$ cat config.mk
export PLATFORM = sky130hd
export DESIGN_NAME = gray2rgb_uhd_4ppc
export DESIGN_NICKNAME = d
export VERILOG_FILES = /design/src/rtl/gray2rgb_pkg.sv /design/src/rtl/axis_skid_buf.sv /design/src/rtl/gray2rgb_uhd_4ppc.sv
export SDC_FILE = /design/constraint.sdc
export NUM_CORES = 1
export LEC_CHECK = 0
export CORE_MARGIN = 2
export CORE_UTILIZATION = 30
export CTS_BUF_LIST = sky130_fd_sc_hd__clkbuf_4 sky130_fd_sc_hd__clkbuf_8
export DETAILED_ROUTE_END_ITERATION = 12
export PLACE_DENSITY = 0.56
export SETUP_SLACK_MARGIN = 0.4
export SLEW_MARGIN = 20
export SYNTH_ARGS = -nofsm -noshare
export SYNTH_HDL_FRONTEND = slang
export SYNTH_HIERARCHICAL = 1
export SYNTH_SLANG_ARGS = --single-unit
$ cat constraint.sdc
create_clock -name s_axis_video_aclk -period 6.7 [get_ports s_axis_video_aclk]
set_input_delay 0.67 -clock s_axis_video_aclk [delete_from_list [all_inputs] [get_ports s_axis_video_aclk]]
set_output_delay 0.67 -clock s_axis_video_aclk [all_outputs]
set_load 0.02 [all_outputs]
$ cat src/rtl/gray2rgb_pkg.sv
// Shared widths, monitor state type and the gray-to-RGB replication helper
// for the 4-pixel-per-clock gray/RGB video blocks.
package gray2rgb_pkg;

    localparam int unsigned PPC         = 4;
    localparam int unsigned GRAY_W      = 8;
    localparam int unsigned RGB_W       = 24;
    localparam int unsigned TDATA_IN_W  = PPC * GRAY_W;
    localparam int unsigned TDATA_OUT_W = PPC * RGB_W;

    typedef enum logic [0:0] {
        WAIT_SOF,
        ACTIVE
    } mon_state_e;

    function automatic logic [TDATA_OUT_W-1:0] gray_to_rgb(input logic [TDATA_IN_W-1:0] gray);
        logic [TDATA_OUT_W-1:0] rgb;
        rgb = '0;
        for (int i = 0; i < int'(PPC); i++) begin
            rgb[RGB_W*i +: RGB_W] = {3{gray[GRAY_W*i +: GRAY_W]}};
        end
        return rgb;
    endfunction

endpackage

$ cat src/rtl/axis_skid_buf.sv
// Generic 2-entry AXI4-Stream register slice: a main output register plus a
// skid register, with a registered upstream ready for full-rate backpressure.
module axis_skid_buf #(
    parameter int unsigned Width = 8
) (
    input  logic             clk_i,
    input  logic             rst_i,
    input  logic [Width-1:0] s_data_i,
    input  logic             s_valid_i,
    output logic             s_ready_o,
    output logic [Width-1:0] m_data_o,
    output logic             m_valid_o,
    input  logic             m_ready_i
);

    logic [Width-1:0] main_data_q, main_data_d;
    logic [Width-1:0] skid_data_q, skid_data_d;
    logic             main_valid_q, main_valid_d;
    logic             skid_valid_q, skid_valid_d;
    logic             ready_q, ready_d;
    logic             accept;
    logic             drain;

    always_comb begin
        accept       = s_valid_i & ready_q;
        drain        = main_valid_q & m_ready_i;
        main_valid_d = main_valid_q;
        main_data_d  = main_data_q;
        skid_valid_d = skid_valid_q;
        skid_data_d  = skid_data_q;
        if (drain || !main_valid_q) begin
            // Skid can only be full while ready is low, so it never races an accept.
            if (skid_valid_q) begin
                main_valid_d = 1'b1;
                main_data_d  = skid_data_q;
                skid_valid_d = 1'b0;
            end else begin
                main_valid_d = accept;
                if (accept) begin
                    main_data_d = s_data_i;
                end
            end
        end else if (accept) begin
            skid_valid_d = 1'b1;
            skid_data_d  = s_data_i;
        end
        ready_d = !skid_valid_d;
    end

    always_ff @(posedge clk_i or posedge rst_i) begin
        if (rst_i) begin
            main_data_q  <= '0;
            skid_data_q  <= '0;
            main_valid_q <= 1'b0;
            skid_valid_q <= 1'b0;
            ready_q      <= 1'b0;
        end else begin
            main_data_q  <= main_data_d;
            skid_data_q  <= skid_data_d;
            main_valid_q <= main_valid_d;
            skid_valid_q <= skid_valid_d;
            ready_q      <= ready_d;
        end
    end

    assign s_ready_o = ready_q;
    assign m_data_o  = main_data_q;
    assign m_valid_o = main_valid_q;

endmodule

$ cat src/rtl/gray2rgb_uhd_4ppc.sv
// 4ppc gray-to-RGB stream converter with a registered skid slice and an inline
// frame-format monitor raising sticky line/frame error flags.
module gray2rgb_uhd_4ppc
    import gray2rgb_pkg::*;
#(
    parameter int unsigned BEATS_PER_LINE  = 960,
    parameter int unsigned LINES_PER_FRAME = 2160
) (
    input  logic                   s_axis_video_aclk,
    input  logic                   s_axis_video_areset,
    input  logic [TDATA_IN_W-1:0]  VIDEO_IN_tdata,
    input  logic                   VIDEO_IN_tuser,
    input  logic                   VIDEO_IN_tlast,
    input  logic                   VIDEO_IN_tvalid,
    output logic                   VIDEO_IN_tready,
    output logic [TDATA_OUT_W-1:0] VIDEO_OUT_tdata,
    output logic                   VIDEO_OUT_tuser,
    output logic                   VIDEO_OUT_tlast,
    output logic                   VIDEO_OUT_tvalid,
    input  logic                   VIDEO_OUT_tready,
    input  logic                   err_clr,
    output logic                   err_eol_early,
    output logic                   err_eol_late,
    output logic                   err_sof_early,
    output logic                   frame_done
);

    localparam logic [9:0]  LastBeat = 10'(BEATS_PER_LINE - 1);
    localparam logic [11:0] LastLine = 12'(LINES_PER_FRAME - 1);

    axis_skid_buf #(
        .Width (TDATA_OUT_W + 2)
    ) u_skid (
        .clk_i     (s_axis_video_aclk),
        .rst_i     (s_axis_video_areset),
        .s_data_i  ({gray_to_rgb(VIDEO_IN_tdata), VIDEO_IN_tuser, VIDEO_IN_tlast}),
        .s_valid_i (VIDEO_IN_tvalid),
        .s_ready_o (VIDEO_IN_tready),
        .m_data_o  ({VIDEO_OUT_tdata, VIDEO_OUT_tuser, VIDEO_OUT_tlast}),
        .m_valid_o (VIDEO_OUT_tvalid),
        .m_ready_i (VIDEO_OUT_tready)
    );

    mon_state_e  state_q;
    logic [9:0]  beat_cnt_q;
    logic [11:0] line_cnt_q;
    logic        err_eol_early_q, err_eol_late_q, err_sof_early_q, frame_done_q;

    logic        in_acc, sof_hit, active, eol;
    logic        sof_err, eol_early_err, eol_late_err, frame_end;
    logic [9:0]  cur_beat;
    logic [11:0] cur_line;

    // SOF handling is resolved first; cur_* are the coordinates EOL logic then sees.
    always_comb begin
        in_acc        = VIDEO_IN_tvalid & VIDEO_IN_tready;
        sof_hit       = in_acc & VIDEO_IN_tuser;
        active        = sof_hit | (state_q == ACTIVE);
        cur_beat      = sof_hit ? 10'd0 : beat_cnt_q;
        cur_line      = sof_hit ? 12'd0 : line_cnt_q;
        sof_err       = sof_hit & (state_q == ACTIVE) & ((beat_cnt_q != 10'd0) | (line_cnt_q != 12'd0));
        eol           = in_acc & active & VIDEO_IN_tlast;
        eol_early_err = eol & (cur_beat < LastBeat);
        eol_late_err  = in_acc & active & !VIDEO_IN_tlast & (cur_beat == LastBeat);
        frame_end     = eol & (cur_line == LastLine);
    end

    always_ff @(posedge s_axis_video_aclk or posedge s_axis_video_areset) begin
        if (s_axis_video_areset) begin
            state_q         <= WAIT_SOF;
            beat_cnt_q      <= '0;
            line_cnt_q      <= '0;
            err_eol_early_q <= 1'b0;
            err_eol_late_q  <= 1'b0;
            err_sof_early_q <= 1'b0;
            frame_done_q    <= 1'b0;
        end else begin
            err_eol_early_q <= (err_eol_early_q & ~err_clr) | eol_early_err;
            err_eol_late_q  <= (err_eol_late_q & ~err_clr) | eol_late_err;
            err_sof_early_q <= (err_sof_early_q & ~err_clr) | sof_err;
            frame_done_q    <= frame_end;
            if (in_acc && active) begin
                if (VIDEO_IN_tlast) begin
                    beat_cnt_q <= '0;
                    if (frame_end) begin
                        line_cnt_q <= '0;
                        state_q    <= WAIT_SOF;
                    end else begin
                        line_cnt_q <= cur_line + 12'd1;
                        state_q    <= ACTIVE;
                    end
                end else begin
                    state_q    <= ACTIVE;
                    line_cnt_q <= cur_line;
                    beat_cnt_q <= (cur_beat == LastBeat) ? cur_beat : cur_beat + 10'd1;
                end
            end
        end
    end

    assign err_eol_early = err_eol_early_q;
    assign err_eol_late  = err_eol_late_q;
    assign err_sof_early = err_sof_early_q;
    assign frame_done    = frame_done_q;

endmodule

==> impl_metrics.csv, run 1 <==
group,metric,value,unit
sta,maxSlewViolCount,0,
sta,clock_skew,0.02591,ns
synth,syn_inst,723,
clock_network,cts_setup_buffers,0,
synth,synth_flop_cell,"dfrtp_1",
worst_setup_path,critical_path.max_fanout,28,
sta,fin_crit_sh,0.4773,
worst_setup_path,critPathKind,"in2reg",
global_route,grt_max_degree,74,
clock_network,clkTransAtPathRegs,0.06,ns
job,max-cap-violations,0,
layout,nets,918,
die,initial_utilization,0.3055,
hold_path,min-delay-start,"u_skid/skid_data_q[26]$_DFFE_PP0P_",
clock_network,clock-sinks,226,
placed_design,pre_cts_slack,2.962,ns
drt,drt_iter0_markers,252,
global_route,grt_pass1_wl,37.13,mm
layout,final_cell_mix,"mux2_2, dfrtp_1, clkdlybuf4s50_1",
die,ios,143,
clock_network,numCtsBuffers,43,
placed_design,placedInstanceArea,12070,um2
placed_design,hpwlAfterDp,13.79,mm
outcome,status,"complete, no violations",
die,std_cell_rows,67,
worst_setup_path,crit_start,"VIDEO_IN_tvalid",
die,dieArea,35730,um2
drt,wl,22.74,mm
worst_setup_path,start_kind,"primary input",
power_and_ir_drop,power_density,364.3,nW/um2
synth,syn_avg_cell_area,14.21,um2
layout,final_common_cell,"mux2_2",
sta,rsz0062_at_grt,"no",
sta,tns,0,ns
drt,wire_per_inst,16.79,um
synth,synth-seq-cells,226,
layout,area_growth_syn_to_layout,26.42,%
sta,tightest_slew,0.9000,ns
synth,synth-seq-area-share,0.5506,
power_and_ir_drop,peakVddDrop,0.2016,mV
power_and_ir_drop,p_leak,0.005345,uW
drt,vias_per_cell,4.685,
clock_network,htree_levels,2,
sta,slew_headroom,0.4000,
placed_design,portBuffers,142,
worst_setup_path,cp-end-kind,"flip-flop",
sta,whs,0.4970,ns
clock_network,cts_tree,"yes",
worst_setup_path,cp_data_arrival_time,3.68,ns
sta,setup_slack,3.502,ns
layout,drive_gt1_frac,0.4298,
synth,ys_types,52,
drt,drc_errors,0,
global_route,antenna_found_initial,1,
synth,ys_async_sr_fraction,1.000,
worst_setup_path,crit_required,7.19,ns
drt,ant_nets,0,
drt,firstDrtPassIters,4,
die,fp.dieW,189.0,um
drt,vias,6344,
synth,synth.net_count,764,
layout,fillerInstances,3223,
die,die_h,189.0,um
sta,setup_violations,0,
worst_setup_path,reg2reg_from,"u_skid/s_ready_o$_DFF_PP0_",
synth,synth_edf_count,0,
sta,finalHoldViolations,0,
clock_network,clk_latency,0.56,ns
clock_network,clockRootBuffer,"clkbuf_8",
sta,max_freq,312.7,MHz
clock_network,post_cts_resized,0,
sta,period_minus_slack,3.198,ns
layout,finalInstanceArea,12990,um2
global_route,track_usage,0.1291,
global_route,overflow,0,
synth,netlist_area,10270,um2
clock_network,holdBufCountCts,0,
hold_path,hold_class,"reg2reg",
global_route,grt_pass1_vias,6746,
die,design.core.area,33620,um2
synth,yosysWarnings,6,
clock_network,clock_path_buffers,3,
placed_design,finalWeightedCongestion,0.7826,
==> state kept, by name, summed over array words and instances (netlist names) <==
| signal | flops |
|---|---|
| u_skid/m_data_o | 98 |
| u_skid/skid_data_q | 98 |
| line_cnt_q | 12 |
| beat_cnt_q | 10 |
| err_eol_early | 1 |
| err_eol_late | 1 |
| err_sof_early | 1 |
| frame_done | 1 |
| state_q | 1 |
| u_skid/m_valid_o | 1 |
| u_skid/s_ready_o | 1 |
| u_skid/skid_valid_q | 1 |
==> critical path, cell delays in order <==
cell,delay [ns]
clkdlybuf4s50_1,0.68
nand3_2,0.51
and2_1,0.39
ha_1,0.23
and3_1,0.23
nand4_1,0.13
nor3_2,0.12
or4b_2,0.64
o21ai_0,0.09
==> cells in the mapped netlist, types with 2 or more instances <==
cell type	number	area, um2
nand2b_1	2	12.51
nor4_1	5	31.28
nor2_1	14	52.55
o41ai_1	2	17.52
a21oi_1	5	25.02
buf_6	5	56.30
nand2_1	24	90.09
o31ai_1	3	22.52
ha_1	2	25.02
a21o_1	2	15.01
and3_1	5	31.28
clkbuf_1	5	18.77
mux2_2	274	3085
nor3_1	6	30.03
nand3_1	11	55.05
buf_4	6	45.04
inv_1	9	33.78
and2_1	3	18.77
a31oi_1	4	25.02
or3_1	4	25.02
mux2_4	20	300.3
and4_1	2	17.52
dfrtp_1	226	5655
nand4_1	11	68.82
o21ai_0	15	75.07
nand3_2	2	20.02
buf_2	23	115.1
o22ai_1	6	37.54
o211ai_1	3	22.52
nor3b_1	2	15.01
==> metrics by stage <==
stage / utilization / power (uW) / cells
after floorplan: - / 2802 / 723
after global placement: 0.3591 / 3393 / 1278
after detailed placement: 0.3591 / 3414 / 1278
after CTS: 0.3846 / 4828 / 1351
after global routing: 0.3862 / 5016 / 1353
final: 0.3863 / 4730 / 1354
==> cell families after synthesis <==
logic type | synth area share
muxes | 0.3306
DFF | 0.5506
AOI/OAI and AO/OA | 0.03411
adders and majority gates | 0.002436
xor gates and xnor gates | 0.0008529
and+or+nand+nor | 0.05384
buffers and inverters | 0.02753
==> routing by layer <==
metal  part of all wire  GRT usage  up-vias
li1                   -          -     2962
met1               0.45     0.1654     3187
met2               0.44     0.1971      146
met3              0.084    0.05431       49
met4              0.023    0.04147        0
met5                  0          0        -
==> layout make-up <==
type,count,area [um2],area share
Sequential cell,226,5659,0.4358
Antenna cell,1,2.502,0.0001927
Inverter,9,41.29,0.003180
Timing Repair Buffer,149,1526,0.1176
Clock buffer,66,802.0,0.06177
Clock inverter,7,52.55,0.004047
Multi-Input combinational cell,448,4340,0.3343
Tap cell,448,560.5,0.04317
==> where the power goes <==
group          internal, uW  leakage, uW  switching, uW
logic                   791      0.00218            623
clock network           762     0.000458            589
registers              1750      0.00270            215
total                  3300      0.00535           1430
==> final timing paths <==
path	to	slack (ns)	cells after the start
setup / recovery	beat_cnt_q[3]$_DFFE_PP0N_	3.50	9
hold reg to reg	u_skid/skid_data_q[26]$_DFFE_PP0P_	0.50	1
hold / removal	u_skid/skid_data_q[26]$_DFFE_PP0P_	0.50	1
max in group asynchronous	u_skid/skid_valid_q$_DFF_PP0_	4.72	3
setup reg to reg	beat_cnt_q[3]$_DFFE_PP0N_	3.78	8
min in group asynchronous	u_skid/m_data_o[88]$_DFFE_PP0P_	0.60	2
Note: power is estimated with default switching activity, not from simulation.
==> inputs of run 2 (changes only) <==
PLACE_DENSITY = 0.58   (was 0.56)
clock period = 2.8 ns   (was 6.7 ns; I/O delays follow)
==> impl_metrics.csv, run 2 (same netlist as run 1, synthesis figures left out) <==
group,metric,value,unit
drt,wire_per_inst,16.65,um
drt,ant_nets,0,
sta,fin_crit_sh,0.7874,
placed_design,hpwlAfterDp,14.49,mm
power_and_ir_drop,p_leak,0.005455,uW
worst_setup_path,cp-end-kind,"flip-flop",
sta,setup_violations,0,
hold_path,hold_class,"in2async",
drt,vias_per_cell,4.716,
die,initial_utilization,0.3055,
clock_network,clkTransAtPathRegs,0.06,ns
placed_design,placedInstanceArea,12330,um2
worst_setup_path,critPathKind,"reg2reg",
sta,tns,0,ns
job,max-cap-violations,0,
die,ios,143,
sta,tightest_slew,0.6419,ns
clock_network,clock_path_buffers,3,
sta,whs,0.2322,ns
global_route,grt_pass1_vias,6820,
die,fp.dieW,189.0,um
sta,max_freq,453.6,MHz
layout,final_common_cell,"mux2_2",
sta,period_minus_slack,2.205,ns
worst_setup_path,critical_path.max_fanout,6,
clock_network,cts_tree,"yes",
die,design.core.area,33620,um2
outcome,status,"complete, no violations",
layout,area_growth_syn_to_layout,28.29,%
drt,firstDrtPassIters,4,
sta,slew_headroom,0.5711,
layout,nets,941,
worst_setup_path,crit_required,3.25,ns
drt,drc_errors,0,
layout,finalInstanceArea,13180,um2
global_route,track_usage,0.1301,
drt,vias,6480,
die,std_cell_rows,67,
power_and_ir_drop,power_density,860.2,nW/um2
drt,wl,22.88,mm
global_route,overflow,0,
power_and_ir_drop,peakVddDrop,0.4229,mV
worst_setup_path,start_kind,"flip-flop",
clock_network,clockRootBuffer,"clkbuf_8",
placed_design,finalWeightedCongestion,0.8850,
sta,maxSlewViolCount,0,
global_route,grt_pass1_wl,37.58,mm
clock_network,clk_latency,0.55,ns
worst_setup_path,cp_data_arrival_time,2.65,ns
layout,drive_gt1_frac,0.4411,
global_route,grt_max_degree,72,
clock_network,cts_setup_buffers,0,
clock_network,numCtsBuffers,43,
clock_network,htree_levels,2,
sta,finalHoldViolations,0,
clock_network,holdBufCountCts,0,
global_route,antenna_found_initial,1,
clock_network,clock-sinks,226,
drt,drt_iter0_markers,272,
layout,final_cell_mix,"mux2_2, dfrtp_1, clkdlybuf4s50_1",
die,die_h,189.0,um
die,dieArea,35730,um2
clock_network,post_cts_resized,0,
sta,clock_skew,0.03848,ns
placed_design,portBuffers,142,
sta,rsz0062_at_grt,"yes",
layout,fillerInstances,3170,
==> run 2: layout make-up <==
cell class	count	area [um2]	area share
clock inverter	6	36.28	0.002754
multi-input combinational	448	4340	0.3294
sequential	226	5659	0.4295
clock buffer	64	805.8	0.06115
antenna	1	2.502	0.0001899
inverter	9	37.54	0.002849
tap	448	560.5	0.04254
timing repair buffer	172	1734	0.1316
==> run 2: path summary, 6_finish.rpt <==
path,endpoint,slack [ns],from,cells after the start
max,beat_cnt_q[3]$_DFFE_PP0N_,0.60,u_skid/s_ready_o$_DFF_PP0_,8
min,beat_cnt_q[9]$_DFFE_PP0N_,0.23,s_axis_video_areset,3
max reg2reg,beat_cnt_q[3]$_DFFE_PP0N_,0.60,u_skid/s_ready_o$_DFF_PP0_,8
min reg2reg,u_skid/skid_data_q[36]$_DFFE_PP0P_,0.50,u_skid/skid_data_q[36]$_DFFE_PP0P_,1
max in group asynchronous,u_skid/m_data_o[38]$_DFFE_PP0P_,1.76,s_axis_video_areset,3
min in group s_axis_video_aclk,err_sof_early$_DFF_PP0_,0.41,err_clr,2
==> run 2: critical path, stage by stage (launching register included) <==
cell and delay, ns:
dfrtp_1 0.39, nand3_2 0.13, and2_1 0.22, ha_1 0.24, and3_1 0.23, nand4_1 0.13
nor3_2 0.06, or4b_2 0.63, o21ai_0 0.09
==> run 2: through the flow <==
stage | instances | power (uW) | util | setup slack, ns
after global routing | 1373 | 12020 | 0.3919 | 0.3896
after CTS | 1373 | 11550 | 0.3919 | 0.5753
after detailed placement | 1303 | 8221 | 0.3668 | 0.1988
final | 1374 | 11330 | 0.3920 | 0.5954
after floorplan | 723 | 6705 | - | -0.05435
after global placement | 1303 | 8176 | 0.3668 | 0.2245
==> run 2: where the power goes <==
group	total [uW]	switching (uW)	leakage, uW	internal [uW]
Clock	3210	1390	0.000449	1820
Sequential	4700	507	0.00270	4190
Combinational	3430	1510	0.00230	1920
==> run 2: metal layers <==
metal,part of all wire,global-route usage
met1,0.46,0.1769
met2,0.44,0.1916
met3,0.082,0.04968
met4,0.022,0.03936
met5,0,0
==> inputs of run 3 (changes only) <==
clock period = 2 ns   (was 2.8 ns; I/O delays follow)
==> impl_metrics.csv, run 3 (same netlist as run 1, synthesis figures left out) <==
group,metric,value,unit
outcome,status,"finished with violations",
outcome,violations,"setup timing",
power_and_ir_drop,power_density,1141,nW/um2
global_route,grt_util_met2,0.2058,
drt,firstDrtPassIters,6,
power_and_ir_drop,total_power,16820,uW
global_route,grt_max_degree,79,
global_route,gr-max-usage-layer,"met2",
worst_setup_path,cp_data_arrival_time,2.48,ns
worst_setup_path,cp-end-kind,"flip-flop",
sta,period_minus_slack,2.052,ns
layout,area_growth_syn_to_layout,43.60,%
sta,max_freq,487.2,MHz
drt,vias_per_cell,4.752,
layout,postLayoutCoreUtil,0.4388,
layout,final_common_cell,"mux2_2",
placed_design,portBuffers,142,
worst_setup_path,start_kind,"flip-flop",
clock_network,clockRootBuffer,"clkbuf_8",
sta,setup_violations,1,
clock_network,holdBufCountCts,0,
clock_network,clkTransAtPathRegs,0.06,ns
die,initial_utilization,0.3055,
sta,rsz0062_at_grt,"yes",
worst_setup_path,critPathSlowestCell,"or3_4",
power_and_ir_drop,p_leak,0.006550,uW
die,die_h,189.0,um
clock_network,htree_levels,2,
placed_design,hpwlAfterDp,15.21,mm
clock_network,cts_tree,"yes",
sta,setup_slack,-0.05241,ns
worst_setup_path,critPathKind,"reg2reg",
drt,wire_per_inst,18.47,um
sta,whs,0.09537,ns
sta,slew_headroom,0.6865,
job,max-cap-violations,0,
global_route,antenna_found_initial,0,
drt,wl,26.91,mm
worst_setup_path,crit_required,2.42,ns
die,fp.dieW,189.0,um
global_route,use_met1,0.1755,
worst_setup_path,critical_path.max_fanout,6,
sta,tightest_slew,0.4703,ns
worst_setup_path,r2r_setup_slack,-0.05,ns
drt,vias,6924,
hold_path,hold_class,"in2async",
worst_setup_path,path_cells,"nand3_4 -> and2_4 -> ha_4 -> nand4_1 -> or3_4 -> nor3b_4 -> o21ai_2 -> o41ai_2",
clock_network,clk_latency,0.57,ns
layout,final_cell_mix,"mux2_2, dfrtp_1, dlygate4sd2_1",
global_route,grt.met3_usage,0.04671,
clock_network,clock-sinks,226,
power_and_ir_drop,peakVddDrop,0.7154,mV
global_route,grt_pass1_vias,6996,
worst_setup_path,path_buf_inv,0,
worst_setup_path,reg2reg_from,"u_skid/s_ready_o$_DFF_PP0_",
clock_network,numCtsBuffers,42,
sta,maxSlewViolCount,0,
global_route,grt_pass1_wl,38.67,mm
worst_setup_path,worstRegToRegCells,8,
drt,drt_iter0_markers,228,
sta,finalHoldViolations,0,
die,design.core.area,33620,um2
drt,ant_nets,0,
global_route,overflow,0,
layout,nets,1017,
die,dieArea,35730,um2
die,ios,143,
die,std_cell_rows,67,
layout,drive_gt1_frac,0.5243,
placed_design,finalWeightedCongestion,0.8459,
layout,fillerInstances,3093,
clock_network,clock_path_buffers,3,
placed_design,dp_cells,1327,
layout,antenna_cells,0,
worst_setup_path,reg2reg_to,"line_cnt_q[8]$_DFFE_PP0N_",
sta,clock_skew,0.03142,ns
worst_setup_path,crit_family,"simple AND/OR/NAND/NOR gates",
worst_setup_path,crit_path_max_incr_delay,0.48,ns
global_route,track_usage,0.1346,
layout,stdcell_count,1457,
drt,drc_errors,0,
sta,fin_crit_sh,1.026,
run 3: worst register-to-register path: stages (launching register included):
cell and delay [ns]:
dfrtp_2 0.44, nand3_4 0.12, and2_4 0.17, ha_4 0.13, nand4_1 0.19, or3_4 0.48
nor3b_4 0.17, o21ai_2 0.14, o41ai_2 0.09
run 3: timing repair:
action | 4_1_cts | 5_1_grt
gates resized for setup | 156 | 87
endpoints found under the setup margin | 178 | 200
cloned | 1 | 22
setup buffers | 9 | 21
pin swaps | 27 | 17
run 3: power breakdown:
| part | internal (uW) | total [uW] | switching (uW) |
|---|---|---|---|
| Combinational | 2820 | 5180 | 2360 |
| Sequential | 5870 | 6560 | 699 |
| Clock | 3070 | 5080 | 2010 |
| Total | 11800 | 16800 | 5070 |
run 3: worst max-delay path by stage:
stage                                     from                        endpoint  slack, ns  cells after the start
floorplan                  s_axis_video_areset  u_skid/m_data_o[0]$_DFFE_PP0P_      -0.77                      1
global placement                VIDEO_IN_tuser       beat_cnt_q[3]$_DFFE_PP0N_      -0.45                      9
detailed placement             VIDEO_IN_tvalid       beat_cnt_q[3]$_DFFE_PP0N_      -0.46                      9
global route        u_skid/s_ready_o$_DFF_PP0_       line_cnt_q[8]$_DFFE_PP0N_      -0.12                      8
finish              u_skid/s_ready_o$_DFF_PP0_       line_cnt_q[8]$_DFFE_PP0N_      -0.05                      8
CTS                 u_skid/s_ready_o$_DFF_PP0_       line_cnt_q[8]$_DFFE_PP0N_       0.04                      8
run 3: area by class of cell:
type | count | area [um2] | area share
flip-flops and latches | 226 | 5662 | 0.3839
multi-input cells | 449 | 4757 | 0.3225
repair buffers | 248 | 2748 | 0.1863
clock buffers | 69 | 887.1 | 0.06015
well taps | 448 | 560.5 | 0.03800
clock inverters | 8 | 97.59 | 0.006617
inverters | 9 | 37.54 | 0.002545
run 3: through the flow:
step | worst slack, ns | TNS, ns | cell area [um2]
2_1_floorplan | -0.7743 | -159.37 | 10280
3_3_place_gp | -0.4460 | -6.688 | 12590
3_5_place_dp | -0.4611 | -7.471 | 12590
4_1_cts | 0.04164 | 0 | 13720
5_1_grt | -0.1153 | -0.3741 | 14750
6_report | -0.05241 | -0.05241 | 14750
run 3: metal layers:
layer / vias up / part of all wire / wire, um
met3: 47 / 0.061 / 1645
met5: - / 0 / 0
li1: 3174 / - / -
met1: 3542 / 0.45 / 12120
met4: 0 / 0.021 / 567
met2: 161 / 0.47 / 12590
